### src/rtl/wdt_kicker_pkg.sv
// Shared constants and FSM state type for the watchdog kicker.
// Optional readback verification of start is enabled by WDT_KICKER_READBACK_EN.
package wdt_kicker_pkg;

    localparam logic [2:0] REG_STATUS   = 3'd0;
    localparam logic [2:0] REG_CONTROL  = 3'd1;
    localparam logic [2:0] REG_PERIOD_L = 3'd2;
    localparam logic [2:0] REG_PERIOD_H = 3'd3;

    localparam int CTRL_IRQ_EN = 0;
    localparam int CTRL_START  = 2;
    localparam int STAT_TO     = 0;
    localparam int STAT_RUN    = 1;

    localparam logic [15:0] CTRL_GO = 16'((1 << CTRL_IRQ_EN) | (1 << CTRL_START));

    typedef enum logic [2:0] {
        S_IDLE,
        S_START,
        S_RUN,
        S_KICK,
        S_CLR,
        S_RD,
        S_RD_WAIT,
        S_RD_CHK
    } wdt_state_e;

endpackage

### src/rtl/wdt_kick_timer.sv
// Reloading 32-bit down-counter; zero pulses for the cycle the count is 0.
module wdt_kick_timer (
    input  logic        clk,
    input  logic        reset_n,
    input  logic        load,
    input  logic        en,
    input  logic [31:0] load_val,
    output logic        zero
);

    logic [31:0] cnt;

    assign zero = en && !load && (cnt == 32'd0);

    always_ff @(posedge clk or negedge reset_n) begin
        if (!reset_n) begin
            cnt <= 32'd0;
        end else if (load) begin
            cnt <= load_val;
        end else if (en) begin
            cnt <= (cnt == 32'd0) ? load_val : cnt - 32'd1;
        end
    end

endmodule

### src/rtl/wdt_kicker_ctrl.sv
// Avalon-MM master that starts, kicks and services the system watchdog.
// Define WDT_KICKER_READBACK_EN to verify start via a STATUS read.
module wdt_kicker_ctrl
    import wdt_kicker_pkg::*;
#(
    parameter int NUM_HB      = 4,
    parameter int KICK_CYCLES = 50000000,
    parameter int MISS_LIMIT  = 3
) (
    input  logic              clk,
    input  logic              reset_n,
    input  logic              enable,
    input  logic [NUM_HB-1:0] hb,
    output logic [2:0]        wdt_address,
    output logic              wdt_chipselect,
    output logic              wdt_write_n,
    output logic [15:0]       wdt_writedata,
    input  logic [15:0]       wdt_readdata,
    input  logic              wdt_irq,
    output logic              running,
    output logic              kick_pulse,
    output logic              hb_fault,
    output logic [NUM_HB-1:0] missed_mask,
    output logic [7:0]        timeout_count
`ifdef WDT_KICKER_READBACK_EN
    ,
    output logic              start_fail
`endif
);

    wdt_state_e        state, state_d;
    logic              kick_due, kick_due_d;
    logic [NUM_HB-1:0] seen_mask, seen_d, missed_d;
    logic              seen_clr;
    logic [3:0]        miss_cnt, miss_cnt_d, miss_nxt;
    logic              fault_d, running_d, go_clr;
    logic [7:0]        tcount_d;
    logic              irq_armed, irq_armed_d;
    logic              cs_d, wn_d;
    logic [2:0]        addr_d;
    logic [15:0]       data_d;
    logic              in_run, tmr_load, tmr_zero;

`ifdef WDT_KICKER_READBACK_EN
    logic [1:0] tries, tries_d;
    logic       fail_d;
`else
    logic       unused_rd;
    assign unused_rd = ^wdt_readdata;
`endif

    assign in_run   = (state == S_RUN) || (state == S_KICK) || (state == S_CLR);
    assign tmr_load = (state_d == S_RUN) && !in_run;
    assign miss_nxt = (miss_cnt == 4'hF) ? miss_cnt : miss_cnt + 4'd1;

    wdt_kick_timer u_timer (
        .clk      (clk),
        .reset_n  (reset_n),
        .load     (tmr_load),
        .en       (in_run),
        .load_val (32'(KICK_CYCLES - 1)),
        .zero     (tmr_zero)
    );

    always_comb begin
        state_d    = state;
        kick_due_d = kick_due | tmr_zero;
        seen_clr   = 1'b0;
        miss_cnt_d = miss_cnt;
        missed_d   = missed_mask;
        fault_d    = hb_fault;
        running_d  = running;
        tcount_d   = timeout_count;
        go_clr     = 1'b0;
`ifdef WDT_KICKER_READBACK_EN
        tries_d    = tries;
        fail_d     = start_fail;
`endif
        unique case (state)
            S_IDLE: begin
`ifdef WDT_KICKER_READBACK_EN
                if (enable && !start_fail) state_d = S_START;
`else
                if (enable) state_d = S_START;
`endif
            end
            S_START: begin
                running_d = 1'b1;
`ifdef WDT_KICKER_READBACK_EN
                state_d = S_RD;
`else
                state_d = S_RUN;
`endif
            end
            S_RUN: begin
                // IRQ service wins; a pending kick waits until we return
                if (wdt_irq && irq_armed) begin
                    state_d = S_CLR;
                    go_clr  = 1'b1;
                end else if (kick_due) begin
                    kick_due_d = tmr_zero;
                    seen_clr   = 1'b1;
                    if (enable && (&seen_mask) && !hb_fault) begin
                        state_d    = S_KICK;
                        miss_cnt_d = 4'd0;
                    end else if (enable && !(&seen_mask)) begin
                        missed_d   = ~seen_mask;
                        miss_cnt_d = miss_nxt;
                        if (miss_nxt >= 4'(MISS_LIMIT)) fault_d = 1'b1;
                    end
                end
            end
            S_KICK: begin
                state_d = S_RUN;
            end
            S_CLR: begin
                if (timeout_count != 8'hFF) tcount_d = timeout_count + 8'd1;
                state_d = S_RUN;
            end
`ifdef WDT_KICKER_READBACK_EN
            S_RD: begin
                state_d = S_RD_WAIT;
            end
            S_RD_WAIT: begin
                state_d = S_RD_CHK;
            end
            S_RD_CHK: begin
                if (wdt_readdata[STAT_RUN]) begin
                    state_d = S_RUN;
                end else if (tries == 2'd2) begin
                    fail_d  = 1'b1;
                    state_d = S_IDLE;
                end else begin
                    tries_d = tries + 2'd1;
                    state_d = S_START;
                end
            end
`endif
            default: state_d = S_IDLE;
        endcase
    end

    assign seen_d      = (seen_clr ? '0 : seen_mask) | hb;
    assign irq_armed_d = !wdt_irq || (irq_armed && !go_clr);

    // Bus outputs are registered from the next state so they align with it
    always_comb begin
        cs_d   = 1'b0;
        wn_d   = 1'b1;
        addr_d = REG_STATUS;
        data_d = 16'h0000;
        unique case (state_d)
            S_START: begin
                cs_d   = 1'b1;
                wn_d   = 1'b0;
                addr_d = REG_CONTROL;
                data_d = CTRL_GO;
            end
            S_KICK: begin
                cs_d   = 1'b1;
                wn_d   = 1'b0;
                addr_d = REG_PERIOD_L;
            end
            S_CLR: begin
                cs_d   = 1'b1;
                wn_d   = 1'b0;
                addr_d = REG_STATUS;
            end
            S_RD: begin
                cs_d   = 1'b1;
                addr_d = REG_STATUS;
            end
            default: ;
        endcase
    end

    always_ff @(posedge clk or negedge reset_n) begin
        if (!reset_n) begin
            state          <= S_IDLE;
            kick_due       <= 1'b0;
            seen_mask      <= '0;
            missed_mask    <= '0;
            miss_cnt       <= 4'd0;
            hb_fault       <= 1'b0;
            running        <= 1'b0;
            timeout_count  <= 8'd0;
            irq_armed      <= 1'b0;
            kick_pulse     <= 1'b0;
            wdt_chipselect <= 1'b0;
            wdt_write_n    <= 1'b1;
            wdt_address    <= 3'd0;
            wdt_writedata  <= 16'h0000;
        end else begin
            state          <= state_d;
            kick_due       <= kick_due_d;
            seen_mask      <= seen_d;
            missed_mask    <= missed_d;
            miss_cnt       <= miss_cnt_d;
            hb_fault       <= fault_d;
            running        <= running_d;
            timeout_count  <= tcount_d;
            irq_armed      <= irq_armed_d;
            kick_pulse     <= (state_d == S_KICK);
            wdt_chipselect <= cs_d;
            wdt_write_n    <= wn_d;
            wdt_address    <= addr_d;
            wdt_writedata  <= data_d;
        end
    end

`ifdef WDT_KICKER_READBACK_EN
    always_ff @(posedge clk or negedge reset_n) begin
        if (!reset_n) begin
            tries      <= 2'd0;
            start_fail <= 1'b0;
        end else begin
            tries      <= tries_d;
            start_fail <= fail_d;
        end
    end
`endif

endmodule
### config.mk
export PLATFORM = sky130hd
export DESIGN_NAME = wdt_kicker_ctrl
export DESIGN_NICKNAME = d
export VERILOG_FILES = /design/src/rtl/wdt_kicker_pkg.sv /design/src/rtl/wdt_kick_timer.sv /design/src/rtl/wdt_kicker_ctrl.sv
export SDC_FILE = /design/constraint.sdc
export NUM_CORES = 1
export LEC_CHECK = 0
export CELL_PAD_IN_SITES_DETAIL_PLACEMENT = 2
export CELL_PAD_IN_SITES_GLOBAL_PLACEMENT = 2
export CORE_ASPECT_RATIO = 2
export CORE_MARGIN = 2
export CORE_UTILIZATION = 29
export DETAILED_ROUTE_END_ITERATION = 6
export PLACE_DENSITY_LB_ADDON = 0.15
export SYNTH_ARGS = -nofsm -noshare
export SYNTH_HDL_FRONTEND = slang
export SYNTH_SLANG_ARGS = --single-unit
export TNS_END_PERCENT = 30
### constraint.sdc
create_clock -name clk -period 2.5 [get_ports clk]
set_input_delay 0.25 -clock clk [delete_from_list [all_inputs] [get_ports clk]]
set_output_delay 0.25 -clock clk [all_outputs]
set_load 0.02 [all_outputs]
==> results_dict.tcl, run 1 <==
set metrics [dict create \
    synth_xor_area_share_pct 2.38 \
    wl_per_cell_um 17.8 \
    power_leakage_nw 1.76 \
    die_height_um 155 \
    synth_edf_count 0 \
    yosysWarnings 0 \
    grt.total_usage_pct 18.0 \
    grt_overflow 0 \
    initial_core_util_pct 29.5 \
    yosysTopAreaCell "dfrtp_1" \
    peakVddDrop_uv 402 \
    drtAntennaViolNets 0 \
    setup_viol_count_final 0 \
    worstPathRequired_ns 2.71 \
    tightest_slew_ns 0.569 \
    synth-main-ff-cell "dfrtp_1" \
    drv_slew 0 \
    fin_crit_sh_pct 96.4 \
    final_common_cell "dfrtp_1" \
    grt_pass1_wl_um 17000 \
    power_switching_w 0.00155 \
    rsz0062_at_grt "false" \
    row_count 55 \
    finalHoldViolCount 0 \
    power.share.switching_pct 37.2 \
    clock_power_share_pct 30.5 \
    synth-compound-area-share_pct 18.7 \
    coreArea_um2 11200 \
    p_int_w 0.00261 \
    fin_crit_ns 2.41 \
    start_kind "flip-flop" \
    final_cell_mix "63 x dfrtp_1, 46 x buf_4, 35 x nand2_1" \
    crit_path_end_kind "flip-flop" \
    synthCells 357 \
    synth.area.top_cells "dfrtp_1 48%, nand2_1 4.0%, buf_4 3.9%" \
    grt_start_max_net_pins 28 \
    cts_root_buf "clkbuf_16" \
    max_freq_mhz 415 \
    htree_num_levels 3 \
    antenna_found_initial 0 \
    cp.arrival_ns 2.62 \
    worst_slew_margin_rel_pct 62.1 \
    dp_hpwl_um 7730 \
    clk_pin_slew_ns 0.06 \
    clock-sinks 64 \
    synthSimpleGateAreaFrac_pct 21.3 \
    synth-seq-area-share_pct 48.5 \
    fin_worst_skew_ns 0.00539 \
    tritoncts "built" \
    power_frac_comb_pct 37.7 \
    fillers 1237 \
    io_pins 60 \
    p_per_area_nw_per_um2 969 \
    status "finished clean" \
    cts_buffers 9 \
    synth_top_area_share_pct 47.7 \
    final_nets 455 \
    drt_iter0_drc 44 \
    cp_max_fo 3 \
    wirelength_um 10200 \
    antenna_cells 0 \
    syn_area_per_cell_um2 9.26 \
    finalSetupTns_ns 0 \
    firstDrtPassIters 4 \
    port_buffers 28 \
    dr_total_vias 2956 \
    clockBufferDepth 2 \
    criticalPathCategory "flip-flop to flip-flop" \
    drive_gt1_share_pct 17.6 \
    yosys.area_share.adder_pct 1.51 \
    ys_types 56 \
    route.detailed.drc 0 \
    fp.dieArea_um2 12300 \
    synthArstFlopShare_pct 100 \
    syn2layout_area_growth_pct 29.7 \
    syn-cell-area_um2 3310 \
    fin_util_pct 38.2 \
    synth_top_family_by_area "simple AND/OR/NAND/NOR gates" \
    maxCapViolCount 0 \
    hold_class "input port to async pin" \
    vias_per_cell 5.15 \
    fp.dieW_um 79.5 \
    grt_pass1_vias 3349 \
    clock_latency_ns 0.33 \
    gp_congestion 0.755 \
    ys_ff_latch 64 \
    synth_mux_area_share_pct 0.643 \
    p_seq_share_pct 31.8 \
]
==> cell usage after synthesis (3+ instances only) <==
library cell,number
ha_1,4
xnor2_1,5
nor3_1,20
or3_1,3
nand4_1,6
inv_1,7
a21oi_1,20
nand3_1,9
o31ai_1,3
and3_1,3
nand2_1,35
dfrtp_1,63
nor2_1,29
o21bai_1,3
a21o_1,7
buf_4,17
o21ai_1,16
nor4_1,9
nand2b_1,3
xor2_1,4
or4_1,5
o21ai_0,25
a31oi_1,11
buf_6,3
clkbuf_1,8
o41ai_1,3
==> state kept, by name, summed over array words and instances (netlist names) <==
signal / cells
u_timer.cnt: 32
timeout_count: 8
miss_cnt: 4
missed_mask: 4
seen_mask: 4
state: 3
wdt_address: 2
hb_fault: 1
irq_armed: 1
kick_due: 1
running: 1
wdt_chipselect: 1
wdt_write_n: 1
wdt_writedata: 1
==> stage by stage <==
step | instances | power (W) | cell area (um^2) | setup WS, ns | hold WS [ns]
2_1_floorplan | 371 | 0.00225 | 3360 | 0.0848 | -0.0456
3_3_place_gp | 557 | 0.00286 | 3960 | 0.0967 | 0.284
3_5_place_dp | 557 | 0.00293 | 3960 | 0.0608 | 0.280
4_1_cts | 574 | 0.00424 | 4270 | 0.0482 | 0.449
5_1_grt | 574 | 0.00443 | 4290 | 0.00859 | 0.473
6_report | 574 | 0.00415 | 4290 | 0.0888 | 0.440
==> kinds of logic after synthesis <==
kind of cell,after synthesis
AO/OA/AOI/OAI,103
XOR/XNOR,9
buffers and inverters,37
AND/OR/NAND/NOR,137
flip-flops,64
other,1
multiplexers,2
adder cells (fa/ha/maj),4
==> layer usage <==
metal | part of all wire [%] | GRT usage [%] | vias to the layer above
li1 | - | - | 1404
met1 | 37 | 17.3 | 1499
met2 | 59 | 35.6 | 36
met3 | 2.0 | 3.36 | 17
met4 | 2.6 | 7.55 | 0
met5 | 0 | 0 | -
==> cell type report <==
type                            instances  area [um^2]  share of cell area (%)
Multi-Input combinational cell        270         1550                    36.2
Tap cell                              142          178                    4.14
Sequential cell                        64         1600                    37.4
Timing Repair Buffer                   75          631                    14.7
Clock buffer                           11          243                    5.66
Inverter                                7         26.3                   0.613
Clock inverter                          5         56.3                    1.31
==> power groups by stage <==
stage	Sequential [W]	Combinational (W)	Clock [W]
floorplan	0.00140	0.000851	0
global placement	0.00133	0.00153	0
detailed placement	0.00134	0.00159	0
CTS	0.00132	0.00161	0.00130
global route	0.00135	0.00174	0.00134
finish	0.00132	0.00157	0.00127
==> final timing paths <==
kind	depth (start not counted)	slack, ns	from	endpoint
worst max-delay path	6	0.09	u_timer.cnt[1]	u_timer.cnt[17]
worst min-delay path	2	0.44	reset_n	miss_cnt[3]
worst max register to register	6	0.09	u_timer.cnt[1]	u_timer.cnt[17]
worst min register to register	1	0.47	running	running
max in group asynchronous	3	1.24	reset_n	wdt_write_n
min in group clk	1	0.47	running	running
==> timing repair <==
item / CTS / global route
hold buffers: 1 / 0
gates resized for setup: 0 / 5
setup buffers: 0 / 0
setup endpoints to repair: 0 / 6
endpoints found under the hold margin: 18 / 0
==> critical path: stages (launching register included) <==
cell	delay, ns
dfrtp_1	0.40
or4_1	0.56
or2_1	0.25
or4_1	0.43
or4_1	0.44
o311ai_1	0.12
nor3_1	0.10
Power figures use the tool's default switching activity.
==> run 2: changes to the inputs <==
- CTS_CLUSTER_SIZE: not set -> 8
==> results of run 2 <==
No change in the layout: final DEF, timing and power equal those of run 1.
